File: src/rtl/alu_control_sequencer_if.sv
// Datapath control interface: the sequencer drives the strobes (master) and
// the datapath receives them and returns IR and memory-ready (slave).
interface alu_control_sequencer_if #(
    parameter int OPW   = 5,
    parameter int NREGS = 16
);
    logic [31:0]      IR;
    logic             mem_ready;
    logic [NREGS-1:0] Rin;
    logic [NREGS-1:0] Rout;
    logic             PCout, PCin, IncPC, MARin, MDRin, MDRout, IRin;
    logic             Yin, Zin, Zlowout, Zhighout, HIin, LOin, Read;
    logic [OPW-1:0]   alu_op;
    logic             Run;
    logic             instr_done;

    modport master (
        input  IR, mem_ready,
        output Rin, Rout, PCout, PCin, IncPC, MARin, MDRin, MDRout, IRin,
               Yin, Zin, Zlowout, Zhighout, HIin, LOin, Read, alu_op, Run,
               instr_done
    );
    modport slave (
        output IR, mem_ready,
        input  Rin, Rout, PCout, PCin, IncPC, MARin, MDRin, MDRout, IRin,
               Yin, Zin, Zlowout, Zhighout, HIin, LOin, Read, alu_op, Run,
               instr_done
    );
endinterface

File: src/rtl/alu_control_sequencer.sv
// Hardwired Moore control unit: fetch in T0-T2, register-to-register ALU
// execute in T3-T6; outputs decode only from state and the latched IR fields.
module alu_control_sequencer #(
    parameter int OPW   = 5,
    parameter int REGW  = 4,
    parameter int NREGS = 16
) (
    input  logic                            Clock,
    input  logic                            clear,
    alu_control_sequencer_if.master         bus
);
    typedef enum logic [3:0] {
        S_RST, S_T0, S_T1, S_T2, S_T3, S_T4, S_T5, S_T6, S_HALT
    } state_e;

    localparam logic [OPW-1:0] OP_ADD  = OPW'(5'b00011);
    localparam logic [OPW-1:0] OP_BLO  = OPW'(5'b00011);
    localparam logic [OPW-1:0] OP_BHI  = OPW'(5'b01011);
    localparam logic [OPW-1:0] OP_MUL  = OPW'(5'b01110);
    localparam logic [OPW-1:0] OP_DIV  = OPW'(5'b01111);
    localparam logic [OPW-1:0] OP_NEG  = OPW'(5'b10000);
    localparam logic [OPW-1:0] OP_NOT  = OPW'(5'b10001);
    localparam logic [OPW-1:0] OP_HALT = OPW'(5'b11011);
    localparam logic [NREGS-1:0] ONE   = NREGS'(1);

    state_e           state_q, state_d;
    logic [OPW-1:0]   opcode_q, opcode_d;
    logic [REGW-1:0]  ra_q, ra_d, rb_q, rb_d, rc_q, rc_d;
    logic             is_bin, is_wide, is_un, is_halt;
    logic             unused_ir;

    assign unused_ir = ^bus.IR[31-OPW-3*REGW:0];

    always_ff @(posedge Clock) begin
        if (!clear) begin
            state_q  <= S_RST;
            opcode_q <= '0;
            ra_q     <= '0;
            rb_q     <= '0;
            rc_q     <= '0;
        end else begin
            state_q  <= state_d;
            opcode_q <= opcode_d;
            ra_q     <= ra_d;
            rb_q     <= rb_d;
            rc_q     <= rc_d;
        end
    end

    // Instruction fields are captured only on the edge leaving T2.
    always_comb begin
        opcode_d = opcode_q;
        ra_d     = ra_q;
        rb_d     = rb_q;
        rc_d     = rc_q;
        if (state_q == S_T2) begin
            opcode_d = bus.IR[31 -: OPW];
            ra_d     = bus.IR[31-OPW -: REGW];
            rb_d     = bus.IR[31-OPW-REGW -: REGW];
            rc_d     = bus.IR[31-OPW-2*REGW -: REGW];
        end
    end

    assign is_bin  = (opcode_q >= OP_BLO) && (opcode_q <= OP_BHI);
    assign is_wide = (opcode_q == OP_MUL) || (opcode_q == OP_DIV);
    assign is_un   = (opcode_q == OP_NEG) || (opcode_q == OP_NOT);
    assign is_halt = (opcode_q == OP_HALT);

    always_comb begin
        state_d        = S_RST;
        bus.Rin        = '0;
        bus.Rout       = '0;
        bus.PCout      = 1'b0;
        bus.PCin       = 1'b0;
        bus.IncPC      = 1'b0;
        bus.MARin      = 1'b0;
        bus.MDRin      = 1'b0;
        bus.MDRout     = 1'b0;
        bus.IRin       = 1'b0;
        bus.Yin        = 1'b0;
        bus.Zin        = 1'b0;
        bus.Zlowout    = 1'b0;
        bus.Zhighout   = 1'b0;
        bus.HIin       = 1'b0;
        bus.LOin       = 1'b0;
        bus.Read       = 1'b0;
        bus.alu_op     = '0;
        bus.Run        = 1'b1;
        bus.instr_done = 1'b0;
        case (state_q)
            S_RST: begin
                bus.Run = 1'b0;
                state_d = S_T0;
            end
            S_T0: begin
                bus.PCout  = 1'b1;
                bus.MARin  = 1'b1;
                bus.IncPC  = 1'b1;
                bus.Zin    = 1'b1;
                bus.alu_op = OP_ADD;
                state_d    = S_T1;
            end
            S_T1: begin
                bus.Zlowout = 1'b1;
                bus.PCin    = 1'b1;
                bus.Read    = 1'b1;
                bus.MDRin   = 1'b1;
                state_d     = bus.mem_ready ? S_T2 : S_T1;
            end
            S_T2: begin
                bus.MDRout = 1'b1;
                bus.IRin   = 1'b1;
                state_d    = S_T3;
            end
            S_T3: begin
                state_d = S_T0;
                if (is_bin || is_wide) begin
                    bus.Rout = ONE << rb_q;
                    bus.Yin  = 1'b1;
                    state_d  = S_T4;
                end else if (is_un) begin
                    bus.Rout   = ONE << rb_q;
                    bus.Zin    = 1'b1;
                    bus.alu_op = opcode_q;
                    state_d    = S_T4;
                end else if (is_halt) begin
                    state_d = S_HALT;
                end else begin
                    bus.instr_done = 1'b1;
                end
            end
            S_T4: begin
                state_d = S_T0;
                if (is_un) begin
                    bus.Zlowout    = 1'b1;
                    bus.Rin        = ONE << ra_q;
                    bus.instr_done = 1'b1;
                end else begin
                    bus.Rout   = ONE << rc_q;
                    bus.Zin    = 1'b1;
                    bus.alu_op = opcode_q;
                    state_d    = S_T5;
                end
            end
            S_T5: begin
                bus.Zlowout = 1'b1;
                if (is_wide) begin
                    bus.LOin = 1'b1;
                    state_d  = S_T6;
                end else begin
                    bus.Rin        = ONE << ra_q;
                    bus.instr_done = 1'b1;
                    state_d        = S_T0;
                end
            end
            S_T6: begin
                bus.Zhighout   = 1'b1;
                bus.HIin       = 1'b1;
                bus.instr_done = 1'b1;
                state_d        = S_T0;
            end
            S_HALT: begin
                bus.Run = 1'b0;
                state_d = S_HALT;
            end
            default: begin
                bus.Run = 1'b0;
                state_d = S_RST;
            end
        endcase
    end
endmodule

File: src/flat_wrapper.sv
// flat-port wrapper written by rule: the top's interface ports become plain ports
module alu_control_sequencer_flat 
#(
    parameter int OPW   = 5,
    parameter int REGW  = 4,
    parameter int NREGS = 16
)
  (Clock, clear, bus_IR, bus_mem_ready, bus_Rin, bus_Rout, bus_PCout, bus_PCin, bus_IncPC, bus_MARin, bus_MDRin, bus_MDRout, bus_IRin, bus_Yin, bus_Zin, bus_Zlowout, bus_Zhighout, bus_HIin, bus_LOin, bus_Read, bus_alu_op, bus_Run, bus_instr_done);
  alu_control_sequencer_if #(.OPW(OPW), .NREGS(NREGS)) bus_i ();
  input  logic Clock;
  input  logic clear;
  input wire logic [$bits(bus_i.IR)-1:0] bus_IR;
  input wire logic [$bits(bus_i.mem_ready)-1:0] bus_mem_ready;
  output wire logic [$bits(bus_i.Rin)-1:0] bus_Rin;
  output wire logic [$bits(bus_i.Rout)-1:0] bus_Rout;
  output wire logic [$bits(bus_i.PCout)-1:0] bus_PCout;
  output wire logic [$bits(bus_i.PCin)-1:0] bus_PCin;
  output wire logic [$bits(bus_i.IncPC)-1:0] bus_IncPC;
  output wire logic [$bits(bus_i.MARin)-1:0] bus_MARin;
  output wire logic [$bits(bus_i.MDRin)-1:0] bus_MDRin;
  output wire logic [$bits(bus_i.MDRout)-1:0] bus_MDRout;
  output wire logic [$bits(bus_i.IRin)-1:0] bus_IRin;
  output wire logic [$bits(bus_i.Yin)-1:0] bus_Yin;
  output wire logic [$bits(bus_i.Zin)-1:0] bus_Zin;
  output wire logic [$bits(bus_i.Zlowout)-1:0] bus_Zlowout;
  output wire logic [$bits(bus_i.Zhighout)-1:0] bus_Zhighout;
  output wire logic [$bits(bus_i.HIin)-1:0] bus_HIin;
  output wire logic [$bits(bus_i.LOin)-1:0] bus_LOin;
  output wire logic [$bits(bus_i.Read)-1:0] bus_Read;
  output wire logic [$bits(bus_i.alu_op)-1:0] bus_alu_op;
  output wire logic [$bits(bus_i.Run)-1:0] bus_Run;
  output wire logic [$bits(bus_i.instr_done)-1:0] bus_instr_done;
  assign bus_i.IR = bus_IR;
  assign bus_i.mem_ready = bus_mem_ready;
  assign bus_Rin = bus_i.Rin;
  assign bus_Rout = bus_i.Rout;
  assign bus_PCout = bus_i.PCout;
  assign bus_PCin = bus_i.PCin;
  assign bus_IncPC = bus_i.IncPC;
  assign bus_MARin = bus_i.MARin;
  assign bus_MDRin = bus_i.MDRin;
  assign bus_MDRout = bus_i.MDRout;
  assign bus_IRin = bus_i.IRin;
  assign bus_Yin = bus_i.Yin;
  assign bus_Zin = bus_i.Zin;
  assign bus_Zlowout = bus_i.Zlowout;
  assign bus_Zhighout = bus_i.Zhighout;
  assign bus_HIin = bus_i.HIin;
  assign bus_LOin = bus_i.LOin;
  assign bus_Read = bus_i.Read;
  assign bus_alu_op = bus_i.alu_op;
  assign bus_Run = bus_i.Run;
  assign bus_instr_done = bus_i.instr_done;
  alu_control_sequencer #(.OPW(OPW), .REGW(REGW), .NREGS(NREGS)) u_core (.Clock(Clock), .clear(clear), .bus(bus_i));
endmodule
File: config.mk
export PLATFORM = sky130hd
export DESIGN_NAME = alu_control_sequencer_flat
export DESIGN_NICKNAME = d
export VERILOG_FILES = /design/src/rtl/alu_control_sequencer_if.sv /design/src/rtl/alu_control_sequencer.sv /design/src/flat_wrapper.sv
export SDC_FILE = /design/constraint.sdc
export NUM_CORES = 1
export LEC_CHECK = 0
export CORE_MARGIN = 3
export CORE_UTILIZATION = 35
export CTS_CLUSTER_SIZE = 24
export DETAILED_ROUTE_END_ITERATION = 12
export GPL_ROUTABILITY_DRIVEN = 1
export PLACE_DENSITY = 0.78
export RECOVER_POWER = 25
export SLEW_MARGIN = 30
export SYNTH_ARGS = -nofsm -noshare
export SYNTH_HDL_FRONTEND = slang
export SYNTH_SLANG_ARGS = --single-unit
export TNS_END_PERCENT = 5
File: constraint.sdc
create_clock -name Clock -period 1.6 [get_ports Clock]
set_input_delay 0.24 -clock Clock [delete_from_list [all_inputs] [get_ports Clock]]
set_output_delay 0.24 -clock Clock [all_outputs]
set_load 0.02 [all_outputs]
==> results.toml <==
[clocking]
cts_buffers = 3
clkLatencyLatePin_ns = 0.26
h-tree-depth = 1
clkTransAtPathRegs_ns = 0.08
cts_buffer_depth = 2
post_cts_buffers = 0
cts_sinks = 21
cts_root_buffer = "clkbuf_8"
cts_tree = "built"

[cells_and_area]
fin_cells = 391
areaGrowthSynthToFinish_pct = 87.5
nNetsFinal = 375
fillers = 379
drive_gt1_share_pct = 51.3
diodes = 0

[min_path]
hold_class = "flip-flop to flip-flop"

[detailed_routing]
routed_wl_um = 5660
highest_layer = "met4"
via_per_inst = 5.20
remaining_drc_errors = 0
avgRoutedWirePerCell_um = 14.5
antenna_left = 0
wl_met2_um = 3020
dr_total_vias = 2032
wl_met1_um = 2280
first_iter_violations = 82
wl_met3_um = 316
first_pass_iters = 4

[run]
drv_cap = 0

[run_status]
status = "finished, violations left"
violations = "negative setup slack"

[timing]
rsz0062_at_grt = "yes"
fin_skew_ns = 0.00211
layout_setup_ws_ns = -0.584
setup_viol = 52
fmax_mhz = 458
hold_viol_final = 0
max_slew.worst_pin.slew_ns = 0.407
min_period_ns = 2.18
slew-limit-headroom_pct = 72.9
drv_slew = 0
period_share_pct = 137

[grt]
antenna_found_initial = 0
grt_pass1_vias = 1904
track_usage_pct = 19.7
gr-total-overflow = 0
grt_pass1_wl_um = 8560
grt_max_degree = 18

[floorplan]
initial_utilization_pct = 36.6
core-area_sq_um = 4410
rows = 24
die_h_um = 73.9
die_w_um = 73.9
io_pins = 88
design.die.area_sq_um = 5470

[logic_synthesis]
synth.most_common_cell = "nand2_1"
synth.top_cells.by_count = "47 x nand2_1, 21 x dfxtp_1, 19 x nor2_1"
synth_largest_area_cell = "dfxtp_1"
synth_top_cell_area_share_pct = 26.0
ys_ff_latch = 21
yosysWarnings = 0
ys_types = 42
synth_edf_count = 0
synth.area.top_cells = "dfxtp_1 26%, nand2_1 11%, a21boi_1 7.9%"
seq_area_frac_synth_pct = 26.0
ys.flop_type = "dfxtp_1"
synth_area_sq_um = 1620
synthArstFlopShare_pct = 0
syn-mean-instance-area_sq_um = 7.28
synth_nets = 257
synth_cells = 222

[setup_path]
cp_max_fo = 10
cp.required_ns = 1.36
startpoint_type = "flip-flop"
end_kind = "primary output"
path_class = "flip-flop to primary output"
arrival_ns = 1.94

[placement]
io_buffers = 72
dp.cells = 387
gp_congestion = 0.908
dpl_worst_slack_ns = -0.818
place_hpwl_um = 4350

[pwr]
p_leak_nw = 1.28
power_density_nw_per_um2 = 617
ir_worst_vdd_mv = 0.383
[routing by layer]
| layer | track usage, % | vias to the layer above |
|---|---|---|
| met3 | 2.03 | 5 |
| li1 | - | 1032 |
| met2 | 37.2 | 58 |
| met1 | 23.6 | 937 |
| met5 | 0 | - |
| met4 | 4.83 | 0 |
[report_power, final]
part           internal [mW]  switching, mW  total [mW]
combinational          0.423          0.468       0.891
sequential             0.564         0.0530       0.617
clock                  0.178          0.183       0.361
total                   1.16          0.704        1.87
[kinds of logic (layout without fill, tap and decap cells)]
| family | count (synthesis) | in the layout | synth area share [%] |
|---|---|---|---|
| buffers and inverters | 25 | 142 | 8.44 |
| AND/OR/NAND/NOR | 120 | 120 | 40.8 |
| AO/OA/AOI/OAI | 55 | 55 | 24.2 |
| flip-flops | 21 | 21 | 26.0 |
| XOR/XNOR | 1 | 1 | 0.542 |
[through the flow]
step	cell area (sq um)	utilization, %	TNS, ns	total power [mW]	hold WS (ns)
after floorplan	1750	-	-8.95	1.06	0.375
after global placement	2870	65.0	-29.42	1.46	0.475
after detailed placement	2870	65.0	-31.31	1.48	0.486
after CTS	2900	65.6	-20.29	1.81	0.497
after global routing	3030	68.6	-23.40	1.96	0.529
final	3030	68.6	-19.81	1.87	0.490
[cell usage in the layout, fill, tap and decap left out, types with 3 or more instances in the layout]
cell type	instances
clkdlybuf4s50_1	19
nor2_1	13
o2111ai_2	3
a21oi_1	5
dfxtp_2	5
nand2_2	3
buf_6	16
nor2_2	4
buf_4	82
o22ai_1	9
buf_2	10
nor3_4	12
nand2_1	44
nand3b_1	3
dfxtp_1	14
or2_2	3
clkbuf_8	3
nand2b_1	11
a21boi_1	16
inv_1	6
o22ai_2	3
[repair_timing]
| item | CTS | global route |
|---|---|---|
| endpoints found under the setup margin | 53 | 54 |
| hold buffers | 0 | 0 |
| cloned | 0 | 0 |
| pin swaps | 10 | 8 |
| resized for setup | 279 | 46 |
[final timing paths]
kind	start	endpoint	slack, ns	cells after the start
setup / recovery	u_core.opcode_q[1]	bus_Rin[2]	-0.58	6
hold / removal	u_core.ra_q[0]	u_core.ra_q[0]	0.49	2
setup reg to reg	u_core.opcode_q[4]	u_core.state_q[1]	0.01	7
hold reg to reg	u_core.ra_q[0]	u_core.ra_q[0]	0.49	2
[registers in the layout, summed over array words and instances, names as in the netlist]
name	count
u_core.ra_q	4
u_core.rb_q	4
u_core.state_q	4
u_core.opcode_q	5
u_core.rc_q	4
[final cells by class]
class	instances	area, sq um	share of cell area, %
Clock buffer	4	45.0	1.49
Inverter	7	26.3	0.867
Multi-Input combinational cell	176	1380	45.5
Sequential cell	21	434	14.3
Tap cell	52	65.1	2.15
Timing Repair Buffer	131	1080	35.7
[critical path, stage by stage, from the launching register on]
cell	delay, ns
dfxtp_2	0.35
or4b_4	0.58
o21ai_4	0.17
nand2_4	0.10
buf_12	0.18
nor3_4	0.16
buf_6	0.14
(Power assumes the default switching activity.)
